File: src/rtl/prog_load_pkg.sv
// Shared types and constants for the program-load sequencer.
package prog_load_pkg;

  // Sequencer states
  typedef enum logic [3:0] {
    IDLE,
    SYNC,
    LEN,
    HI,
    LO,
    CHK,
    DONE,
    RUN,
    ERR
  } state_e;

  // Error codes reported on the err output
  typedef enum logic [1:0] {
    ERR_NONE = 2'd0,
    ERR_LEN  = 2'd1,
    ERR_CHK  = 2'd2,
    ERR_TMO  = 2'd3
  } err_e;

  // Default frame start marker
  localparam logic [7:0] SYNC_BYTE_DEFAULT = 8'hA5;

endpackage

File: src/rtl/prog_load_ctrl_byte_timeout.sv
// Clearable saturating cycle counter; expired stays high once TIMEOUT_CYC
// cycles have elapsed since the last clear.
module byte_timeout #(
  parameter int TIMEOUT_CYC = 1000000
) (
  input  logic clk,
  input  logic reset_n,
  input  logic clear,
  output logic expired
);

  localparam int W = $clog2(TIMEOUT_CYC + 1);

  logic [W-1:0] cnt_q, cnt_d;

  assign expired = (cnt_q == W'(TIMEOUT_CYC));

  // Next count: clear wins, otherwise count up and hold at the limit
  always_comb begin
    cnt_d = cnt_q;
    if (clear) begin
      cnt_d = '0;
    end else if (!expired) begin
      cnt_d = cnt_q + W'(1);
    end
  end

  // Counter register
  always_ff @(posedge clk or negedge reset_n) begin
    if (!reset_n) begin
      cnt_q <= '0;
    end else begin
      cnt_q <= cnt_d;
    end
  end

endmodule

File: src/rtl/prog_load_ctrl.sv
// Boot/program-load sequencer: parses framed UART bytes into 16-bit words,
// writes them to program memory, checks an XOR checksum and holds the CPU
// in reset until a good load completes.
module prog_load_ctrl
  import prog_load_pkg::*;
#(
  parameter int         ADDR_W      = 8,
  parameter int         TIMEOUT_CYC = 1000000,
  parameter logic [7:0] SYNC_BYTE   = SYNC_BYTE_DEFAULT
) (
  input  logic              clk,
  input  logic              reset_n,
  input  logic              rx_valid,
  input  logic [7:0]        rx_data,
  input  logic              load_req,
  output logic              mem_we,
  output logic [ADDR_W-1:0] mem_addr,
  output logic [15:0]       mem_wdata,
  output logic              cpu_reset,
  output logic              mode,
  output logic              done,
  output logic [1:0]        err
);

  state_e              state_q, state_d;
  logic [7:0]          len_q, len_d;
  logic [7:0]          acc_q, acc_d;
  logic [7:0]          hi_q, hi_d;
  logic [7:0]          cnt_q, cnt_d;
  logic                we_q, we_d;
  logic [ADDR_W-1:0]   addr_q, addr_d;
  logic [15:0]         wdata_q, wdata_d;
  logic                done_q, done_d;
  err_e                err_q, err_d;
  logic                cpu_reset_q, cpu_reset_d;
  logic                mode_q, mode_d;
  logic                tmo_clear;
  logic                tmo_expired;

  // Any byte, restart or state change restarts the inter-byte timer
  assign tmo_clear = load_req | rx_valid | (state_d != state_q);

  byte_timeout #(
    .TIMEOUT_CYC(TIMEOUT_CYC)
  ) u_timeout (
    .clk    (clk),
    .reset_n(reset_n),
    .clear  (tmo_clear),
    .expired(tmo_expired)
  );

  // Next-state and datapath: load_req first, then per-state byte handling
  always_comb begin
    state_d     = state_q;
    len_d       = len_q;
    acc_d       = acc_q;
    hi_d        = hi_q;
    cnt_d       = we_q ? cnt_q + 8'd1 : cnt_q;  // count advances after the write cycle
    we_d        = 1'b0;
    addr_d      = addr_q;
    wdata_d     = wdata_q;
    done_d      = done_q;
    err_d       = err_q;
    // CPU control follows the state with one cycle of lag
    cpu_reset_d = !((state_q == DONE) || (state_q == RUN));
    mode_d      = !((state_q == DONE) || (state_q == RUN));

    if (load_req) begin
      state_d = SYNC;
      done_d  = 1'b0;
      err_d   = ERR_NONE;
      cnt_d   = 8'd0;
      acc_d   = 8'd0;
    end else begin
      case (state_q)
        SYNC: begin
          if (rx_valid && (rx_data == SYNC_BYTE)) state_d = LEN;
        end
        LEN: begin
          if (rx_valid) begin
            if (rx_data == 8'd0) begin
              state_d = ERR;
              err_d   = ERR_LEN;
            end else begin
              len_d   = rx_data;
              acc_d   = rx_data;
              cnt_d   = 8'd0;
              state_d = HI;
            end
          end else if (tmo_expired) begin
            state_d = ERR;
            err_d   = ERR_TMO;
          end
        end
        HI: begin
          if (rx_valid) begin
            hi_d    = rx_data;
            acc_d   = acc_q ^ rx_data;
            state_d = LO;
          end else if (tmo_expired) begin
            state_d = ERR;
            err_d   = ERR_TMO;
          end
        end
        LO: begin
          if (rx_valid) begin
            acc_d   = acc_q ^ rx_data;
            we_d    = 1'b1;
            addr_d  = ADDR_W'(cnt_q);
            wdata_d = {hi_q, rx_data};
            state_d = ((cnt_q + 8'd1) == len_q) ? CHK : HI;
          end else if (tmo_expired) begin
            state_d = ERR;
            err_d   = ERR_TMO;
          end
        end
        CHK: begin
          if (rx_valid) begin
            if (rx_data == acc_q) begin
              state_d = DONE;
            end else begin
              state_d = ERR;
              err_d   = ERR_CHK;
            end
          end else if (tmo_expired) begin
            state_d = ERR;
            err_d   = ERR_TMO;
          end
        end
        DONE: begin
          state_d = RUN;
          done_d  = 1'b1;
        end
        default: ;  // IDLE, RUN, ERR wait for load_req
      endcase
    end
  end

  // State and output registers
  always_ff @(posedge clk or negedge reset_n) begin
    if (!reset_n) begin
      state_q     <= IDLE;
      len_q       <= 8'd0;
      acc_q       <= 8'd0;
      hi_q        <= 8'd0;
      cnt_q       <= 8'd0;
      we_q        <= 1'b0;
      addr_q      <= '0;
      wdata_q     <= 16'd0;
      done_q      <= 1'b0;
      err_q       <= ERR_NONE;
      cpu_reset_q <= 1'b1;
      mode_q      <= 1'b1;
    end else begin
      state_q     <= state_d;
      len_q       <= len_d;
      acc_q       <= acc_d;
      hi_q        <= hi_d;
      cnt_q       <= cnt_d;
      we_q        <= we_d;
      addr_q      <= addr_d;
      wdata_q     <= wdata_d;
      done_q      <= done_d;
      err_q       <= err_d;
      cpu_reset_q <= cpu_reset_d;
      mode_q      <= mode_d;
    end
  end

  assign mem_we    = we_q;
  assign mem_addr  = addr_q;
  assign mem_wdata = wdata_q;
  assign cpu_reset = cpu_reset_q;
  assign mode      = mode_q;
  assign done      = done_q;
  assign err       = err_q;

endmodule

File: config.mk
export PLATFORM = sky130hd
export DESIGN_NAME = prog_load_ctrl
export DESIGN_NICKNAME = d
export VERILOG_FILES = /design/src/rtl/prog_load_pkg.sv /design/src/rtl/prog_load_ctrl_byte_timeout.sv /design/src/rtl/prog_load_ctrl.sv
export SDC_FILE = /design/constraint.sdc
export NUM_CORES = 1
export LEC_CHECK = 0
export ABC_AREA = 1
export BUFFER_PORTS_ARGS = -buffer_cell sky130_fd_sc_hd__buf_2
export CAP_MARGIN = 15
export CORE_AREA = 2 2 104 106
export DETAILED_ROUTE_END_ITERATION = 10
export DIE_AREA = 0 0 106 108
export GPL_ROUTABILITY_DRIVEN = 1
export PLACE_DENSITY_LB_ADDON = 0.12
export SETUP_SLACK_MARGIN = 0.05
export SLEW_MARGIN = 25
export SYNTH_ARGS = -nofsm -noshare
export SYNTH_HDL_FRONTEND = slang
export SYNTH_SLANG_ARGS = --single-unit
File: constraint.sdc
create_clock -name clk -period 3.24 [get_ports clk]
set_input_delay 0.486 -clock clk [delete_from_list [all_inputs] [get_ports clk]]
set_output_delay 0.486 -clock clk [all_outputs]
set_load 0.005 [all_outputs]
==> results.sh <==
export IMPL_pre_cts_ws_ns=0.902
export IMPL_routed_via_density=5.08
export IMPL_p_leak_nw=2.41
export IMPL_crit_top_cell="nand2_2"
export IMPL_synth_fp_nets=587
export IMPL_die_area_mm2=0.0114
export IMPL_avgRoutedWirePerCell_um=13.6
export IMPL_cts_tree="done"
export IMPL_ys_flop_type="dfrtp_1"
export IMPL_cts_clk_slew_worst_paths_ns=0.09
export IMPL_numCtsBuffers=9
export IMPL_cts_setup_buffers=0
export IMPL_num_rows=37
export IMPL_areaGrowthSynthToFinish_pct=11.7
export IMPL_yosysWarnings=0
export IMPL_cap_violations=0
export IMPL_cpMaxStageDelayCell="clkinv_1"
export IMPL_async_flop_share_pct=100
export IMPL_wl_um=10300
export IMPL_place_hpwl_um=7510
export IMPL_p_per_area_mw_per_mm2=596
export IMPL_grt_pass1_vias=3700
export IMPL_synth_area_mm2=0.00454
export IMPL_hold_viol=0
export IMPL_timing_rr_end="mem_addr[0]"
export IMPL_setup_viol=0
export IMPL_period_minus_slack_ns=2.39
export IMPL_vias=3827
export IMPL_rsz0062_at_grt="no"
export IMPL_vdd_drop_max_uv=277
export IMPL_setup_ws_ns=0.853
export IMPL_path_cells="inv_2 -> nand2_2 -> nor2_4 -> nand2_2 -> nor2_1 -> buf_4 -> clkinv_1 -> o21ai_0"
export IMPL_post_cts_resize_count=0
export IMPL_ys_ff_latch=85
export IMPL_grtUsageTotal_pct=19.8
export IMPL_rr_worst_depth=8
export IMPL_drive_above_1_share_pct=17.8
export IMPL_yosys_area_top_type="dfrtp_1"
export IMPL_slew_headroom_pct=41.3
export IMPL_cp_data_required_time_ns=3.50
export IMPL_start_kind="register"
export IMPL_synth_edff_count=0
export IMPL_start_util_pct=44.4
export IMPL_antenna_cells=0
export IMPL_ys_seq_area_share_pct=46.8
export IMPL_tightest_slew_ns=0.875
export IMPL_worst_r2r_setup_slack_ns=0.85
export IMPL_drt_iter0_markers=177
export IMPL_grt_pass1_wl_um=17900
export IMPL_place_congestion=0.897
export IMPL_critical_path_buf_inv_count=3
export IMPL_clock_path_buffers=2
export IMPL_total_power_mw=3.03
export IMPL_synth_top_cell_area_share_pct=46.3
export IMPL_critPathArrivalTime_ns=2.65
export IMPL_ys_top_cells_by_count="nand2_1 (162), dfrtp_1 (84), inv_1 (56), o21ai_0 (45), nor2_1 (40)"
export IMPL_io_buffers=41
export IMPL_hold_path_class="in2async"
export IMPL_grt_start_max_net_pins=39
export IMPL_cp_max_fo=38
export IMPL_fin_nets=628
export IMPL_synthTopCellsByArea="dfrtp_1 (46%), nand2_1 (13%), o21ai_0 (5.0%)"
export IMPL_pin_count=42
export IMPL_cp_top_family="buffers and inverters"
export IMPL_die_h_um=108
export IMPL_clkLatencyLatePin_ns=0.37
export IMPL_slew_viol_final=0
export IMPL_remaining_drc_errors=0
export IMPL_synthCells=572
export IMPL_antenna_left=0
export IMPL_tns_ns=0
export IMPL_core_area_mm2=0.0102
export IMPL_dr_pass1_iters=4
export IMPL_cts_root_buf="clkbuf_8"
export IMPL_overflow=0
export IMPL_h_tree_depth=3
export IMPL_yosysMostFrequentCell="nand2_1"
export IMPL_syn_avg_cell_area_um2=7.94
export IMPL_worst_setup_path_end_kind="register"
export IMPL_grt_antenna_before_repair=0
export IMPL_period_share_pct=73.7
export IMPL_postCtsHoldBufs=0
export IMPL_die_w_um=106
export IMPL_critPathMaxStageDelay_ns=0.71
export IMPL_reg2reg_from="state_q[3]"
export IMPL_status="complete, no violations"
export IMPL_clock_sinks=85
export IMPL_fillers=1017
export IMPL_max_freq_mhz=419
export IMPL_ys_types=40
export IMPL_clock_skew_ns=0.00768
export IMPL_worstSetupPathType="reg2reg"
[stage by stage]
step | instances | area (µm²) | hold WS (ns) | util, %
after CTS | 754 | 5080 | 0.0672 | 49.6
after floorplan | 572 | 4540 | 0.190 | -
after global routing | 754 | 5080 | 0.0861 | 49.6
final | 754 | 5080 | 0.0687 | 49.6
after detailed placement | 738 | 4860 | 0.461 | 47.5
after global placement | 738 | 4860 | 0.451 | 47.5
[layer usage]
| metal | wire [µm] | track usage (%) | vias to the layer above | share of wire (%) |
|---|---|---|---|---|
| met5 | 0 | 0 | - | 0 |
| met4 | 123 | 5.92 | 0 | 1.2 |
| met3 | 476 | 5.18 | 10 | 4.6 |
| met2 | 4430 | 29.7 | 89 | 43 |
| met1 | 5220 | 28.3 | 1810 | 51 |
| li1 | - | - | 1918 | - |
[kinds of logic (layout without fill, tap and decap cells)]
family          count (synthesis)  in the layout  share of synthesized area [%]
compound gates                 83             83                           10.6
xor+xnor                       25             25                           4.82
fa+ha+maj                       3              3                          0.826
buf+inv                        84            130                           7.76
flops                          85             85                           46.8
simple gates                  292            292                           29.1
[sequential cells by signal (all words and copies together), names as in the netlist]
register         cells
acc_q                8
cnt_q                8
done                 1
err                  2
hi_q                 8
len_q                8
mem_addr             8
mem_wdata           16
mem_we               1
mode                 1
state_q              4
u_timeout.cnt_q     20
[worst max path at each step]
stage,startpoint,slack [ns],to,cells past startpoint
floorplan,u_timeout.cnt_q[0],1.52,u_timeout.cnt_q[12],12
global placement,rx_valid,0.97,mem_addr[7],8
detailed placement,rx_valid,0.90,mem_addr[6],8
CTS,state_q[3],1.05,u_timeout.cnt_q[0],14
global route,state_q[3],0.43,mem_wdata[7],8
finish,state_q[3],0.85,mem_addr[0],8
[cell type report]
cell class / count / area, µm² / area share, %
flip-flops and latches: 85 / 2130 / 41.9
inverters: 68 / 255 / 5.03
repair buffers: 46 / 245 / 4.83
multi-input cells: 403 / 2060 / 40.6
well taps: 136 / 170 / 3.35
clock buffers: 10 / 128 / 2.51
clock inverters: 6 / 86.3 / 1.70
[layout by cell type (no fill, tap or decap), types with 4 or more instances in the layout]
cell and n:
nand3_1 31, nor4_1 4, buf_2 40, xor2_1 13, nand2_2 4, a21oi_1 11, inv_1 55, clkbuf_8 9
o211ai_1 9, nor2_1 40, dfrtp_1 84, nor2_2 21, buf_4 6, nor2_4 5, nand4_1 12, nand2_1 162
a211oi_1 7, xnor2_1 12, inv_2 10, o21ai_0 45, nor3_1 5
[worst register-to-register path: stages (launching register included)]
cell and delay [ns]:
dfrtp_1 0.45, inv_2 0.10, nand2_2 0.07, nor2_4 0.14, nand2_2 0.10, nor2_1 0.09
buf_4 0.19, clkinv_1 0.71, o21ai_0 0.42
[power breakdown]
group	internal, mW	leakage (nW)	switching [mW]
Clock	0.435	0.107	0.402
Combinational	0.301	1.19	0.488
Sequential	1.26	1.12	0.138
Total	2.00	2.41	1.03
No activity file was read; power rests on OpenSTA's default activity.
